## config.mk

```make
export PLATFORM = sky130hd
export DESIGN_NAME = ifetch_buf
export DESIGN_NICKNAME = d
export VERILOG_FILES = /design/src/rtl/cpu_pkg.sv /design/src/rtl/ifetch_fifo.sv /design/src/rtl/ifetch_buf.sv
export SDC_FILE = /design/constraint.sdc
export NUM_CORES = 1
export LEC_CHECK = 0
export ABC_AREA = 1
export CAP_MARGIN = 20
export CORE_ASPECT_RATIO = 1.4
export CORE_MARGIN = 8
export CORE_UTILIZATION = 25
export DETAILED_ROUTE_END_ITERATION = 6
export GPL_TIMING_DRIVEN = 1
export PLACE_DENSITY = 0.5
export SYNTH_ARGS = -nofsm -noshare
export SYNTH_HDL_FRONTEND = slang
export SYNTH_SLANG_ARGS = --single-unit
```

## constraint.sdc

```tcl
create_clock -name clk -period 12.57 [get_ports clk]
set_input_delay 3.771 -clock clk [delete_from_list [all_inputs] [get_ports clk]]
set_output_delay 3.771 -clock clk [all_outputs]
set_load 0.005 [all_outputs]
```

## src/rtl/cpu_pkg.sv

```systemverilog
// Shared front-end definitions: datapath width, fetch FSM states and the NOP encoding.
// Pure declarations, no logic.
package cpu_pkg;

  localparam int XLEN = 32;

  localparam logic [31:0] NOP = 32'h0000_0013;

  typedef enum logic {
    IF_RUN,
    IF_FLUSH
  } ifetch_state_e;

endpackage

```

## src/rtl/ifetch_fifo.sv

```systemverilog
// Synchronous FIFO with flush; head entry is read straight from storage, so data is visible the cycle after push.
// Push while full without a simultaneous pop is dropped; flush beats push and pop.
module ifetch_fifo #(
  parameter int DEPTH = 2,
  parameter int WIDTH = 32
) (
  input  logic                   clk,
  input  logic                   rst,
  input  logic                   flush_i,
  input  logic                   push_i,
  input  logic [WIDTH-1:0]       push_dat_i,
  input  logic                   pop_i,
  output logic [WIDTH-1:0]       head_dat_o,
  output logic [$clog2(DEPTH):0] count_o
);

  localparam int AW = $clog2(DEPTH);

  logic [WIDTH-1:0] mem_q [DEPTH];
  logic [AW-1:0]    wr_ptr_q;
  logic [AW-1:0]    rd_ptr_q;
  logic [AW:0]      count_q;
  logic             full;
  logic             do_push;
  logic             do_pop;

  assign full       = (count_q == (AW+1)'(DEPTH));
  assign do_pop     = pop_i & (count_q != '0);
  assign do_push    = push_i & (~full | do_pop);
  assign head_dat_o = mem_q[rd_ptr_q];
  assign count_o    = count_q;

  // Pointers are AW bits wide, so they wrap modulo DEPTH on their own.
  always_ff @(posedge clk) begin
    if (rst || flush_i) begin
      wr_ptr_q <= '0;
      rd_ptr_q <= '0;
      count_q  <= '0;
    end else begin
      if (do_push) wr_ptr_q <= wr_ptr_q + AW'(1);
      if (do_pop)  rd_ptr_q <= rd_ptr_q + AW'(1);
      count_q <= count_q + (AW+1)'(do_push) - (AW+1)'(do_pop);
    end
  end

  always_ff @(posedge clk) begin
    if (do_push && !flush_i && !rst) mem_q[wr_ptr_q] <= push_dat_i;
  end

endmodule

```

## src/rtl/ifetch_buf.sv

```systemverilog
// In-order instruction fetch: requests at pc, tags responses with their address, queues them for decode (rvalid->ir_valid 1 cycle).
// Requests stop once buffered + in-flight reaches DEPTH; a redirect flushes the queue and silently drops stale responses.
module ifetch_buf #(
  parameter int DEPTH = 2,
  parameter int XLEN  = 32
) (
  input  logic            clk,
  input  logic            rst,
  input  logic [XLEN-1:0] pc,
  output logic            pc_en,
  input  logic            redirect,
  output logic            imem_req,
  output logic [XLEN-1:0] imem_addr,
  input  logic            imem_gnt,
  input  logic            imem_rvalid,
  input  logic [XLEN-1:0] imem_rdata,
  output logic            ir_valid,
  output logic [XLEN-1:0] ir_data,
  output logic [XLEN-1:0] ir_pc,
  input  logic            ir_ready
);

  import cpu_pkg::*;

  localparam int CW = $clog2(DEPTH) + 1;

  ifetch_state_e     state_q;
  logic [CW-1:0]     discard_q;
  logic [CW-1:0]     discard_d;
  logic [CW-1:0]     buf_cnt;
  logic [CW-1:0]     out_cnt;
  logic [CW-1:0]     inflight;
  logic [XLEN-1:0]   head_addr;
  logic [2*XLEN-1:0] head_ent;
  logic              run;
  logic              rsp_take;
  logic              buf_push;
  logic              buf_pop;
  logic              buf_full;

  assign run       = (state_q == IF_RUN);
  assign imem_req  = run & ~redirect & ~rst &
                     (({1'b0, buf_cnt} + {1'b0, out_cnt}) < (CW+1)'(DEPTH));
  assign imem_addr = pc;
  assign pc_en     = imem_req & imem_gnt;

  assign rsp_take  = run & imem_rvalid;
  assign buf_push  = rsp_take & ~redirect;
  assign buf_pop   = ir_valid & ir_ready;
  assign buf_full  = (buf_cnt == CW'(DEPTH));

  assign ir_valid  = (buf_cnt != '0) & ~rst;
  assign ir_data   = ir_valid ? head_ent[XLEN-1:0]      : '0;
  assign ir_pc     = ir_valid ? head_ent[2*XLEN-1:XLEN] : '0;

  // Only one of out_cnt / discard_q is ever non-zero, so their sum is the true in-flight count.
  assign inflight  = out_cnt + discard_q;
  assign discard_d = (imem_rvalid && inflight != '0) ? inflight - CW'(1) : inflight;

  ifetch_fifo #(.DEPTH(DEPTH), .WIDTH(XLEN)) u_addr_q (
    .clk        (clk),
    .rst        (rst),
    .flush_i    (redirect),
    .push_i     (pc_en),
    .push_dat_i (pc),
    .pop_i      (rsp_take),
    .head_dat_o (head_addr),
    .count_o    (out_cnt)
  );

  ifetch_fifo #(.DEPTH(DEPTH), .WIDTH(2*XLEN)) u_ibuf (
    .clk        (clk),
    .rst        (rst),
    .flush_i    (redirect),
    .push_i     (buf_push),
    .push_dat_i ({head_addr, imem_rdata}),
    .pop_i      (buf_pop),
    .head_dat_o (head_ent),
    .count_o    (buf_cnt)
  );

  always_ff @(posedge clk) begin
    if (rst) begin
      state_q   <= IF_RUN;
      discard_q <= '0;
    end else if (redirect) begin
      discard_q <= discard_d;
      state_q   <= (discard_d != '0) ? IF_FLUSH : IF_RUN;
    end else if (!run && imem_rvalid) begin
      discard_q <= discard_q - CW'(1);
      if (discard_q == CW'(1)) state_q <= IF_RUN;
    end
  end

  a_ibuf_no_overflow: assert property (@(posedge clk) disable iff (rst)
    !(buf_push && buf_full && !buf_pop));

endmodule

```

; Yosys cells after proc, flatten, opt, wreduce, memory -nomap -nowiden
; Memory sizes are Yosys's and may differ from the RTL's. A register that Yosys moved wholly into a read port is not among the register bits.
; Index checks and enable logic that the tools add are counted.
[totals]
output_inout_bits = 99
in_bits = 70
mem_bits_rw = 192
mem_count = 2
ff_bits = 11
[memory_table]
columns = name, depth, width, read_ports, rd_clocked_by_memory_dff, wr, line_no
row1 = u_ibuf.mem_q, 2, 64, 1, 1, 1, ifetch_fifo.sv:19  ; logic [WIDTH-1:0] mem_q [DEPTH];
row2 = u_addr_q.mem_q, 2, 32, 1, 1, 1, ifetch_fifo.sv:19
[op_classes]
n_reduce_logical = 16
magnitude_cmp = 1
addsub = 12
n_bitwise = 19
muxes = 17
eq_ne = 3
[op_table]
columns = operator, n
row1 = $mux 32, 2
row2 = $and 1x1->1, 12
row3 = $mux 1, 12
row4 = $reduce_bool 2->1, 6
row5 = $logic_and 1x1->1, 6
row6 = $mux 2, 3
row7 = $not 1->1, 5
row8 = $add 1x1->1 const B, 4
row9 = $add 2x1->2, 2
row10 = $eq 2x2->1 const B, 2
row11 = $sub 2x1->2, 2
row12 = $sub 2x1->2 const B, 2
row13 = $add 2x2->3, 1
row14 = $lt 3x2->1 const B, 1
row15 = $add 2x2->2, 1
row16 = $eq 2x1->1 const B, 1
row17 = $logic_not 1->1, 2
row18 = $or 1x1->1, 2
row19 = $reduce_and 2->1, 1
row20 = $logic_or 1x1->1, 1

; Longest topological paths before layout
[depth]
word_depth = 10
mapped_depth = 11
mapped_depth_nobuf = 11

; Hierarchy
; A second synthesis with hierarchy kept.
[unflattened]
cells_unflattened = 612
area_unflattened_um2 = 9064.9
[by_module_without_submodules]
columns = module, seq_area_each_um2, cells_per_inst, instances, area_per_inst_um2
row1 = ifetch_fifo at u_ibuf, 3943.8, 243, 1, 5191.2
row2 = ifetch_fifo at u_addr_q, 2021.9, 144, 1, 2736.4
row3 = ifetch_buf, 60.1, 225, 1, 1137.3

; Worst setup path after synthesis
; Ideal clock, no wire load.
[synth_path]
path_kind = input to register
startpoint = input ir_ready
endpoint = memory u_ibuf.mem_q[0][0] (netlist bit) (enable)
slack_ns = 3.567
path_buffers = 0
setup_ns = 0.565
t_arrival_ns = 8.438
stages = 4
cell_sequence = inv_1 -> o211ai_1 -> nand3_1 -> nor3_1
[synth_between]
elab_chain_len = 8
[synth_lines]
columns = item, line_no
row1 = from (decl), ifetch_buf.sv:20  ; input logic ir_ready
row2 = $and 1x1->1, ifetch_buf.sv:49  ; assign buf_pop = ir_valid & ir_ready;
row3 = $and 1x1->1, ifetch_fifo.sv:28  ; assign do_pop = pop_i & (count_q != '0);
row4 = $or 1x1->1, ifetch_fifo.sv:29  ; assign do_push = push_i & (~full | do_pop);
row5 = $and 1x1->1, ifetch_fifo.sv:29
row6 = $logic_and 1x1->1 (2 in a row), ifetch_fifo.sv:47  ; if (do_push && !flush_i && !rst) mem_q[wr_ptr_q] <= push_dat_i;
row7 = $mux 1, ifetch_fifo.sv:47
row8 = $mux 1 (implied by the code), ifetch_fifo.sv:47
row9 = to (decl), ifetch_fifo.sv:19
; Every way passes these cells.

; Worst setup path in the final report
[layout_path]
startpoint = input rst
endpoint = output ir_pc[2]
[layout_between]
elab_chain_len = 3
[layout_lines]
columns = item, line_no
row1 = from (decl), ifetch_buf.sv:8  ; input logic rst,
row2 = $not 1->1, ifetch_buf.sv:52  ; assign ir_valid = (buf_cnt != '0) & ~rst;
row3 = $and 1x1->1, ifetch_buf.sv:52
row4 = $mux 32, ifetch_buf.sv:54  ; assign ir_pc = ir_valid ? head_ent[2*XLEN-1:XLEN] : '0;
row5 = to (decl), ifetch_buf.sv:19  ; output logic [XLEN-1:0] ir_pc,
; Every way passes these cells.

==> parameters.txt <==
Parameter                              Value

Synth
  Synthesis-stage register bit count ... 205
  Post-Syn Area ... 8563 um^2
  Number of distinct library cells after synthesis ... 31
  Yosys warning count ... 0
  Post-Syn Instances ... 580
  Post-Synthesis Mean Instance Area ... 14.76 um^2
  Syn Nets ... 657
  Part of the Yosys area used for sequential elements ... 0.7037

Finish
  Layout Area Growth over Synthesis ... 30.86%
  Most frequent standard cell in the layout excluding fill and tap cells ... sky130_fd_sc_hd__edfxtp_1
  Net total in the final layout ... 805
  Number of cells in the finished layout apart from fillers ... 1195
  Antenna cell count ... 0
  Most frequent cells in the layout ... sky130_fd_sc_hd__edfxtp_1, sky130_fd_sc_hd__clkdlybuf4s50_1, sky130_fd_sc_hd__mux2_2
  Fraction of layout instances using a drive strength above 1 ... 0.1935

Detailed routing
  Residual DRC ... 0
  Routed length on met3 ... 1314 um
  Mean routed wirelength per cell ... 15.75 um
  Met2 wire length ... 9842 um
  Via count ... 4708
  Routed met1 length ... 7256 um
  Drt via density ... 3.940
  Count of TritonRoute iterations in the first routing pass ... 6
  DR iter-0 viols ... 162
  Antenna Violating Nets Remaining ... 0
  Top layer used by detailed routing ... met4
  Total wirelength of the detailed-routed design ... 18820 um

Hold path
  Hold crit path type ... reg2reg

Setup path
  Maximum net fanout on the critical path ... 37
  Data arrival, critical path ... 6.39 ns
  CP max stage cell ... sky130_fd_sc_hd__nor2_4
  Worst setup path category ... in2out
  Required time at the endpoint of the critical path ... 8.80 ns
  Cell repeated most along the worst path ... sky130_fd_sc_hd__clkdlybuf4s50_1
  Worst Setup Start Kind ... input pin
  CP peak stage delay ... 0.75 ns
  Setup crit end kind ... output port
  Critical path, cell by cell ... clkdlybuf4s50_1 > nor2_4 > buf_4 > nand2_1 > inv_1 > clkdlybuf4s50_1

Timing
  Post-route fraction of the period consumed by the critical path ... 0.8082
  Hold violation count in the final report ... 0
  Final setup viols ... 0
  Worst setup skew after layout ... 0.01325 ns
  Setup repair after global routing missed its margin ... false
  Maximum frequency from static timing analysis ... 98.43 MHz
  Measured slew at the worst slew-check pin ... 1.022 ns
  Slew Limit Fails ... 0
  Max-slew headroom at the worst pin ... 0.3190
  TNS Setup ... 0 ns
  Clock period minus worst slack ... 10.16 ns

Clock tree
  Clock latency on the worst-skew pair ... 0.50 ns
  Quantity of hold-fixing buffers added after cts ... 0
  Clock sinks ... 205
  Clk root buf ... sky130_fd_sc_hd__clkbuf_16
  TritonCTS clock tree ... yes
  H-Tree Level Count ... 1
  Buffer count from post-CTS setup fixing ... 0
  TritonCTS Buffers ... 23
  Resized cells post-CTS ... 0
  Reg clk slew, reported paths ... 0.05 ns
  Maximum number of buffers from clock root to sink ... 3

GRT
  Largest net degree at the start of global routing ... 65
  Via count of the first global-routing pass ... 5231
  Antenna violations before repair ... 0
  First-pass GRT wire length ... 28950 um
  Overflow left after global routing ... 0
  Total Routing Usage GR ... 0.09288

Floorplan
  Number of top-level pins ... 169
  # rows ... 80
  Area of the core region ... 33930 um^2
  Floorplan die area ... 40510 um^2
  Die boundary width ... 172.4 um
  Vert. Die Dim ... 235.0 um
  Starting density of the core ... 0.2524

Placement
  Total placed cells including tap cells ... 1154
  Final weighted congestion in routability-driven placement ... 0.6844
  Half-perimeter wire length of the detailed placement result ... 11470 um
  Count of port buffers added during placement ... 168

Pwr
  Worst supply voltage drop on vdd ... 0.1083 mV
  Switching Share ... 0.1982
  Logic pwr share ... 0.058
  Power per standard cell area ... 133.4 nW/um^2
  Power share of the clock group ... 0.431
  Cell Int Power ... 1.198 mW
  Net Sw Power ... 0.2962 mW
  Fraction of power consumed by sequential logic ... 0.511
  Leakage power total ... 4.191 nW

Status
  Outcome ... finished clean

Job
  Number of max-cap violations ... 0
[worst paths after layout]
check	from	endpoint	slack [ns]	depth (start not counted)
worst max-delay path	rst	ir_pc[2]	2.41	6
worst min-delay path	u_addr_q.rd_ptr_q	flip-flop	0.45	1
worst max register to register	u_addr_q.count_o[1]	u_addr_q.mem_q[1][22]	10.11	7
worst min register to register	u_addr_q.rd_ptr_q	flip-flop	0.45	1
[area by class of cell]
type	count	area [um^2]
flip-flops and latches	205	6031
repair buffers	173	1719
clock inverters	7	86.33
multi-input cells	234	1827
clock buffers	34	636.9
fillers	3345	22730
well taps	451	564.3
inverters	91	341.6
[power groups by stage]
stage / Sequential [mW] / Combinational (mW) / Clock (mW)
detailed placement: 0.778 / 0.0888 / 0
CTS: 0.764 / 0.0895 / 0.676
global placement: 0.778 / 0.0881 / 0
finish: 0.764 / 0.0866 / 0.644
floorplan: 0.777 / 0.0403 / 0
global route: 0.764 / 0.0963 / 0.703
[worst max-delay path, delay by kind of cell]
family | cells | cell delay (ns)
simple gates | 2 | 0.84
buf+inv | 4 | 1.75
[per-stage QoR]
stage               utilization  area (um^2)  hold WS (ns)  power, mW  setup slack [ns]
floorplan                     -         8563        0.4255     0.8177             3.567
global placement         0.3089        10480        0.4296     0.8657             2.287
detailed placement       0.3089        10480        0.4358     0.8670             2.262
CTS                      0.3302        11210        0.4501      1.529             2.230
global route             0.3302        11210        0.4904      1.563             2.105
finish                   0.3302        11210        0.4523      1.494             2.411
[sequential cells by signal, indices dropped and copies added, names as in the netlist, named ones only]
signal             cells
u_addr_q.wr_ptr_q      1
u_ibuf.rd_ptr_q        1
u_addr_q.mem_q        64
u_addr_q.count_o       2
state_q                1
u_ibuf.wr_ptr_q        1
u_addr_q.rd_ptr_q      1
u_ibuf.mem_q         128
discard_q              2
u_ibuf.count_o         2
[synth_stat cells, drive strengths merged]
| cell | instances | area share |
|---|---|---|
| mux2 | 96 | 0.13 |
| buf | 49 | 0.046 |
| a21oi | 9 | 0.0061 |
| ha | 6 | 0.0088 |
| inv | 91 | 0.040 |
| dfxtp | 13 | 0.030 |
| nor2 | 15 | 0.0096 |
| nand4 | 1 | 0.0015 |
| o21bai | 1 | 0.00088 |
| fa | 1 | 0.0023 |
| nand2 | 79 | 0.035 |
| clkbuf | 1 | 0.00044 |
| edfxtp | 192 | 0.67 |
| nand3 | 8 | 0.0061 |
| or2 | 1 | 0.00073 |
| nor3 | 2 | 0.0012 |
| and2 | 1 | 0.00073 |
| o21ai | 8 | 0.0047 |
| o211ai | 1 | 0.00088 |
| xor2 | 2 | 0.0020 |
| xnor2 | 3 | 0.0031 |
[routing by layer]
metal  track usage  up-vias
met3       0.02383       22
met2        0.1693      125
met5             0        -
li1              -     2254
met1        0.1003     2307
met4       0.03379        0
[logic make-up (layout without fill, tap and decap cells)]
kind of cell	count (synthesis)	in the layout	synth area share
adders and majority gates	7	7	0.01110
buffers and inverters	141	305	0.08650
xor gates and xnor gates	5	5	0.005115
AOI/OAI and AO/OA	19	19	0.01257
and+or+nand+nor	107	107	0.05479
DFF	205	205	0.7037
muxes	96	96	0.1262
(Power assumes the default switching activity.)
